**src/rtl/writeback_unit.sv**
```systemverilog
// Writeback stage for an RV32 pipeline: retires ALU results in one cycle and
// holds load instructions until the memory response arrives, then performs
// byte/halfword/word extraction with sign or zero extension.
module writeback_unit (
  input  logic        clock,
  input  logic        reset,
  input  logic        ex_valid,
  output logic        ex_ready,
  input  logic [4:0]  ex_rd,
  input  logic [31:0] ex_result,
  input  logic        ex_is_load,
  input  logic [2:0]  ex_funct3,
  input  logic        ex_reg_write,
  input  logic        mem_rsp_valid,
  input  logic [31:0] mem_rsp_data,
  output logic [31:0] write_data,
  output logic [4:0]  write_destination,
  output logic        write_enable,
  output logic        busy
);

  localparam int unsigned XLEN      = 32;
  localparam int unsigned REG_IDX_W = 5;
  localparam int unsigned F3_W      = 3;
  localparam int unsigned OFF_W     = 2;

  typedef enum logic {
    IDLE      = 1'b0,
    LOAD_WAIT = 1'b1
  } state_t;

  state_t state;
  state_t state_next;

  // Captured load context, held while the response is outstanding
  logic [REG_IDX_W-1:0] ld_rd;
  logic [F3_W-1:0]      ld_funct3;
  logic [OFF_W-1:0]     ld_offset;
  logic                 ld_reg_write;

  logic                 load_accept;
  logic                 wb_fire;
  logic                 wb_we_d;
  logic [XLEN-1:0]      wb_data_d;
  logic [REG_IDX_W-1:0] wb_dest_d;

  // Select the addressed byte/halfword and extend it according to funct3
  function automatic logic [XLEN-1:0] extract_load(
    input logic [F3_W-1:0]  f3,
    input logic [OFF_W-1:0] off,
    input logic [XLEN-1:0]  word
  );
    logic [7:0]  b;
    logic [15:0] h;
    b = 8'(word >> {off, 3'b000});
    h = off[1] ? word[31:16] : word[15:0];
    case (f3)
      3'b000:  extract_load = {{24{b[7]}}, b};
      3'b100:  extract_load = {24'd0, b};
      3'b001:  extract_load = {{16{h[15]}}, h};
      3'b101:  extract_load = {16'd0, h};
      default: extract_load = word;
    endcase
  endfunction

  // State register
  always_ff @(posedge clock) begin
    if (reset) state <= IDLE;
    else       state <= state_next;
  end

  // Next-state logic
  always_comb begin
    state_next = state;
    case (state)
      IDLE:      if (ex_valid && ex_is_load) state_next = LOAD_WAIT;
      LOAD_WAIT: if (mem_rsp_valid)          state_next = IDLE;
      default:   state_next = IDLE;
    endcase
  end

  // Handshake, status and next writeback values
  always_comb begin
    ex_ready    = 1'b0;
    busy        = 1'b0;
    load_accept = 1'b0;
    wb_fire     = 1'b0;
    wb_we_d     = 1'b0;
    wb_data_d   = write_data;
    wb_dest_d   = write_destination;
    case (state)
      IDLE: begin
        ex_ready = 1'b1;
        if (ex_valid) begin
          if (ex_is_load) begin
            load_accept = 1'b1;
          end else begin
            wb_fire   = 1'b1;
            wb_we_d   = ex_reg_write && (ex_rd != '0);
            wb_data_d = ex_result;
            wb_dest_d = ex_rd;
          end
        end
      end
      LOAD_WAIT: begin
        busy = 1'b1;
        if (mem_rsp_valid) begin
          wb_fire   = 1'b1;
          wb_we_d   = ld_reg_write && (ld_rd != '0);
          wb_data_d = extract_load(ld_funct3, ld_offset, mem_rsp_data);
          wb_dest_d = ld_rd;
        end
      end
      default: ;
    endcase
  end

  // Load context capture on an accepted load
  always_ff @(posedge clock) begin
    if (reset) begin
      ld_rd        <= '0;
      ld_funct3    <= '0;
      ld_offset    <= '0;
      ld_reg_write <= 1'b0;
    end else if (load_accept) begin
      ld_rd        <= ex_rd;
      ld_funct3    <= ex_funct3;
      ld_offset    <= ex_result[OFF_W-1:0];
      ld_reg_write <= ex_reg_write;
    end
  end

  // Registered register-file write port; data/index hold between completions
  always_ff @(posedge clock) begin
    if (reset) begin
      write_enable      <= 1'b0;
      write_data        <= '0;
      write_destination <= '0;
    end else begin
      write_enable <= wb_we_d;
      if (wb_fire) begin
        write_data        <= wb_data_d;
        write_destination <= wb_dest_d;
      end
    end
  end

endmodule

```
**config.mk**
```make
export PLATFORM = sky130hd
export DESIGN_NAME = writeback_unit
export DESIGN_NICKNAME = d
export VERILOG_FILES = /design/src/rtl/writeback_unit.sv
export SDC_FILE = /design/constraint.sdc
export NUM_CORES = 1
export LEC_CHECK = 0
export BUFFER_PORTS_ARGS = -buffer_cell sky130_fd_sc_hd__buf_2
export CAP_MARGIN = 20
export CORE_MARGIN = 4
export CORE_UTILIZATION = 35
export CTS_BUF_LIST = sky130_fd_sc_hd__clkbuf_4
export CTS_CLUSTER_SIZE = 25
export DETAILED_ROUTE_END_ITERATION = 6
export PLACE_DENSITY_LB_ADDON = 0.2
export SLEW_MARGIN = 40
export SYNTH_ARGS = -nofsm -noshare
export SYNTH_HDL_FRONTEND = slang
export SYNTH_SLANG_ARGS = --single-unit
```
**constraint.sdc**
```tcl
create_clock -name clock -period 1.6 [get_ports clock]
set_input_delay 0.08 -clock clock [delete_from_list [all_inputs] [get_ports clock]]
set_output_delay 0.08 -clock clock [all_outputs]
set_load 0.02 [all_outputs]
```
==> flow_summary.json, run 1 <==
{
  "die_area_um2": 9737,
  "drt_wl_total_mm": 10.51,
  "ios": 118,
  "num_antenna_cells": 0,
  "async_flop_share_pct": 0,
  "synth_top_cell_by_area": "dfxtp_1",
  "drc": 0,
  "swShare_pct": 30.91,
  "ys_ff_latch": 50,
  "fin_hold_ws_ns": -0.001668,
  "p_sw_mw": 1.009,
  "vias_per_cell": 5.589,
  "drt.antenna.violating_nets": 0,
  "drive_gt1_share_pct": 40.63,
  "grt_max_degree": 37,
  "finalWorstSetupSlack_ns": -0.006402,
  "yosysSeqAreaShare_pct": 34.78,
  "reg2reg_from": "state",
  "overflow": 0,
  "synth_edf_count": 0,
  "reg2reg_to": "write_data[3]",
  "drv_slew": 0,
  "die_width_um": 98.68,
  "mostFrequentLayoutCell": "buf_2",
  "fin_area_um2": 4244,
  "maxCapViolCount": 0,
  "vias": 3225,
  "violations": "hold timing, setup timing",
  "postPlaceCellArea_um2": 3712,
  "skew_ns": 0.01470,
  "path_class": "flop to flop",
  "start_util_pct": 36.67,
  "power_density_nw_per_um2": 769.2,
  "avgSynthCellArea_um2": 8.965,
  "worstSetupEndpointType": "flop",
  "p_comb_share_pct": 29.5,
  "root_buffer": "clkbuf_4",
  "synth_top_area_share_pct": 34.78,
  "rrSetupSlack_ns": -0.006,
  "min_period_over_period_pct": 100.4,
  "cts.path.max_buffers": 2,
  "slew-limit-headroom_pct": 47.11,
  "dr.pass1.iters": 5,
  "dr.first_iter.drc_count": 172,
  "setup_viol": 1,
  "total_power_mw": 3.264,
  "die_h_um": 98.68,
  "gp_congestion": 0.8410,
  "final_cell_mix": "118 x buf_2, 45 x dfxtp_1, 32 x nor2_1",
  "startpoint_type": "flop",
  "cp_max_fo": 10,
  "grt_pass1_vias": 3173,
  "syn_area_um2": 2878,
  "synthCells": 321,
  "p_int_mw": 2.255,
  "hold_path_class": "input port to flop",
  "vdd_ir_drop_max_uv": 338.2,
  "tns_ns": -0.006402,
  "fin_nets": 552,
  "yosys_warnings": 0,
  "path_clk_slew_ns": 0.16,
  "p_leak_nw": 1.899,
  "h-tree-depth": 2,
  "finalCriticalPeriod_ns": 1.606,
  "place_ws_ns": -0.08844,
  "hold_violations": 1,
  "register_area_um2": 1012,
  "crit_required_ns": 1.86,
  "synth_nets": 399,
  "min-delay-start": "ex_result[20]",
  "pwr-share-clk_pct": 27.9,
  "synth_ff_type": "dfxtp_1",
  "dp_hpwl_mm": 7.816,
  "worst-r2r-cell-count": 5,
  "clkSinkCount": 50,
  "grt_use_total_pct": 21.04,
  "worstHoldEndpoint": "write_data[20]",
  "seq_power_share_pct": 42.6,
  "rows": 32,
  "max_clock_freq_ghz": 0.6225,
  "synth_area_leaders": "dfxtp_1 35%, mux2i_1 8.7%, a221oi_1 6.7%, o2bb2ai_1 5.5%, nor2_1 4.6%",
  "holdPathStages": 3,
  "antenna_found_initial": 0,
  "grt_pass1_wl_mm": 16.57,
  "cts_buffers": 5,
  "synthDistinctLibCells": 57,
  "port_buffers": 117,
  "cts_tree": "done",
  "multi_input_area_um2": 1777,
  "status": "complete, but fails checks",
  "syn_to_final_growth_pct": 47.48,
  "crit_arrival_ns": 1.87,
  "routedWlPerCell_um": 18.22,
  "clkLatencyLatePin_ns": 0.37,
  "fill_cells": 792,
  "rsz0062_at_grt": "yes",
  "core_um2": 7848,
  "worst_pin_slew_ns": 0.7925
}
==> cells in the mapped netlist (2+ instances only) <==
| library cell | n |
|---|---|
| o22ai_1 | 3 |
| clkbuf_1 | 15 |
| o211a_1 | 3 |
| a2111oi_1 | 4 |
| mux2_2 | 4 |
| o2bb2ai_1 | 18 |
| inv_1 | 7 |
| a211oi_1 | 10 |
| dfxtp_1 | 50 |
| o21ai_0 | 20 |
| buf_4 | 4 |
| nor3b_1 | 3 |
| a221oi_1 | 22 |
| o211ai_1 | 3 |
| nand2b_1 | 4 |
| mux2i_1 | 25 |
| buf_6 | 3 |
| a21oi_1 | 8 |
| nor2b_1 | 5 |
| and3b_1 | 4 |
| nor3_1 | 5 |
| a2bb2oi_1 | 2 |
| nand3_1 | 2 |
| o21ai_1 | 11 |
| o21a_1 | 2 |
| nand3b_1 | 4 |
| or4_1 | 2 |
| a31oi_1 | 2 |
| buf_2 | 8 |
| a22oi_1 | 3 |
| nor2_1 | 35 |
| nand2_1 | 5 |
==> per-layer routing <==
| layer | share of wire (%) | up-vias | GRT usage (%) |
|---|---|---|---|
| met1 | 42 | 1525 | 27.25 |
| met3 | 6.2 | 16 | 3.680 |
| met4 | 1.9 | 0 | 5.672 |
| met2 | 50 | 131 | 36.09 |
| li1 | - | 1553 | - |
| met5 | 0 | - | 0 |
==> kinds of logic (layout without fill, tap and decap cells) <==
| group | count (synthesis) | in the layout | share of synthesized area (%) |
|---|---|---|---|
| AO/OA/AOI/OAI | 126 | 126 | 33.52 |
| buffers and inverters | 39 | 193 | 6.782 |
| flip-flops | 50 | 50 | 34.78 |
| multiplexers | 30 | 30 | 11.04 |
| AND/OR/NAND/NOR | 76 | 76 | 13.87 |
==> registers in the layout (all words and copies together), names as in the netlist <==
register,count
write_destination,5
write_data,32
state,1
ld_reg_write,1
ld_offset,2
ld_funct3,3
write_enable,1
ld_rd,5
==> cell type report <==
type / instances / area share [%]
Clock buffer: 5 / 0.8844
Clock inverter: 3 / 1.504
Inverter: 8 / 0.7370
Multi-Input combinational cell: 232 / 41.86
Sequential cell: 50 / 23.85
Tap cell: 102 / 3.007
Timing Repair Buffer: 177 / 28.15
==> how the worst max path moves through the flow <==
stage,start,endpoint,slack [ns]
floorplan,state,write_data[10],0.001
global placement,state,write_data[26],-0.04
detailed placement,ld_offset[1],write_data[25],-0.09
CTS,ld_funct3[0],write_data[6],0.001
global route,ld_offset[1],write_data[8],-0.08
finish,state,write_data[3],-0.006
==> power groups by stage <==
stage	registers (mW)	clock network (mW)	logic, mW
floorplan	1.50	0	0.400
global placement	1.42	0	0.846
detailed placement	1.42	0	0.853
CTS	1.39	0.938	0.913
global route	1.40	0.974	1.04
finish	1.39	0.911	0.963
==> worst max-delay path, cell delays in order (launching register included) <==
cell	delay, ns
dfxtp_2	0.37
or3b_4	0.41
buf_6	0.16
o21ai_0	0.28
o211a_1	0.23
a2111oi_2	0.05
==> per-stage QoR <==
step,utilization (%),instances
3_5_place_dp,47.31,540
3_3_place_gp,47.27,540
5_1_grt,54.08,577
6_report,54.08,577
4_1_cts,52.26,574
2_1_floorplan,-,321
==> what timing repair did <==
item / 4_1_cts / 5_1_grt
endpoints found under the hold margin: 27 / 0
hold buffers: 26 / 0
resized for setup: 10 / 34
pin swaps: 1 / 6
setup buffers: 0 / 3
cloned: 0 / 0
setup endpoints to repair: 27 / 34
Power figures use the tool's default switching activity.
==> run 2: changes to the inputs <==
BUFFER_PORTS_ARGS = unset   (was -buffer_cell sky130_fd_sc_hd__buf_2)
DONT_BUFFER_PORTS = 1   (was unset)
==> run 2 against run 1 <==
Compared with the run above: the flow finishes with violations (setup timing); via count fell by 7.0%; first-iteration DRC count rose by 19%; non-clock buffer count fell by 78; highest routed layer unchanged; largest cell class unchanged; total power decreased by 12%; sequential power grew 8%; die area unchanged; sequential cell count unchanged.
==> flow_summary.json, run 2 (same netlist as run 1, synthesis figures left out) <==
{
  "rows": 32,
  "path_class": "flop to flop",
  "port_buffers": 0,
  "vdd_ir_drop_max_uv": 419.3,
  "total_power_mw": 2.861,
  "final_cell_mix": "61 x dlygate4sd3_1, 45 x dfxtp_1, 34 x nor2_1",
  "setup_viol": 9,
  "cts.path.max_buffers": 2,
  "tns_ns": -0.2326,
  "p_leak_nw": 1.538,
  "critPathTopFamily": "simple AND/OR/NAND/NOR gates",
  "dr.pass1.iters": 6,
  "die_h_um": 98.68,
  "postPlaceCellArea_um2": 3164,
  "path_buf_inv": 2,
  "finalWorstSetupSlack_ns": -0.03789,
  "worst_pin_slew_ns": 0.4292,
  "crit_arrival_ns": 1.95,
  "finalCriticalPeriod_ns": 1.638,
  "holdPathStages": 2,
  "cp_cell_sequence": "or3b_4, buf_6, a21oi_4, clkbuf_16, o21ai_2, o2bb2ai_1",
  "status": "complete, but fails checks",
  "worstSetupEndpointType": "flop",
  "overflow": 0,
  "vias": 3000,
  "path_clk_slew_ns": 0.15,
  "cts_buffers": 5,
  "cp_max_fo": 7,
  "maxCapViolCount": 0,
  "dp.cells": 425,
  "grt_pass1_vias": 3057,
  "cpPeakStageDelay_ns": 0.43,
  "min_period_over_period_pct": 102.4,
  "drt_wl_total_mm": 10.63,
  "violations": "setup timing",
  "use_met2_pct": 35.99,
  "crit_required_ns": 1.92,
  "met1_usage_pct": 26.18,
  "num_antenna_cells": 0,
  "antenna_found_initial": 0,
  "fin_nets": 474,
  "clkLatencyLatePin_ns": 0.37,
  "dr.first_iter.drc_count": 204,
  "h-tree-depth": 2,
  "max_clock_freq_ghz": 0.6105,
  "grt_use_total_pct": 21.08,
  "core_um2": 7848,
  "dp_hpwl_mm": 7.554,
  "ios": 118,
  "crit_slowest_cell": "or3b_4",
  "gp_congestion": 0.8956,
  "grt_max_degree": 37,
  "die_area_um2": 9737,
  "routedWlPerCell_um": 21.30,
  "drive_gt1_share_pct": 22.42,
  "vias_per_cell": 6.012,
  "finish.utilization_pct": 51.61,
  "syn_to_final_growth_pct": 40.74,
  "reg_top3": "write_data (32), ld_rd (5), write_destination (5)",
  "fin_hold_ws_ns": 0.04025,
  "mostFrequentLayoutCell": "dlygate4sd3_1",
  "drt.antenna.violating_nets": 0,
  "slew-limit-headroom_pct": 71.28,
  "drc": 0,
  "top_usage_layer": "met2",
  "largest_reg_flops": 32,
  "rrSetupSlack_ns": -0.04,
  "grt_pass1_wl_mm": 16.47,
  "hold_path_class": "input port to flop",
  "startpoint_type": "flop",
  "rsz0062_at_grt": "yes",
  "fin_area_um2": 4050,
  "place_ws_ns": -0.1187,
  "worst-r2r-cell-count": 6,
  "root_buffer": "clkbuf_4",
  "skew_ns": 0.005790,
  "grt_use_met3_pct": 5.449,
  "path_depth": 6,
  "die_width_um": 98.68,
  "stdcell_count": 499,
  "drv_slew": 0,
  "max_flop_register": "write_data",
  "power_density_nw_per_um2": 706.4,
  "cts_tree": "done",
  "hold_violations": 0,
  "start_util_pct": 36.67,
  "clkSinkCount": 50
}
==> run 2: path summary, 6_finish.rpt <==
| check | start | end |
|---|---|---|
| max | state | write_data[31] |
| min | ex_result[14] | write_data[14] |
| max reg2reg | state | write_data[31] |
| min reg2reg | ld_reg_write | ld_reg_write |
==> run 2: repair_timing <==
| action | 4_1_cts | 5_1_grt |
|---|---|---|
| buffers inserted | 2 | 1 |
| setup endpoints to repair | 27 | 32 |
| hold endpoints to repair | 50 | 3 |
| gates cloned | 0 | 1 |
| resized for setup | 5 | 46 |
| hold buffers | 59 | 3 |
| pin swaps | 2 | 17 |
==> run 2: layout make-up <==
type	instances	area, um^2
clock inverters	3	16.27
repair buffers	99	1012
inverters	8	33.78
flip-flops and latches	50	1015
well taps	102	127.6
clock buffers	5	37.54
multi-input cells	232	1808
fillers	739	3797
==> run 2: where the power goes <==
group / leakage (nW) / internal, mW / switching (mW) / total, mW
clock: 0.0286 / 0.165 / 0.428 / 0.592
combinational: 1.10 / 0.401 / 0.367 / 0.769
sequential: 0.413 / 1.33 / 0.167 / 1.50
==> run 2: routing by layer <==
layer	wire, um	vias to the layer above
met5	0	-
met1	4319	1451
met2	5250	132
li1	-	1391
met4	259	0
met3	799	26
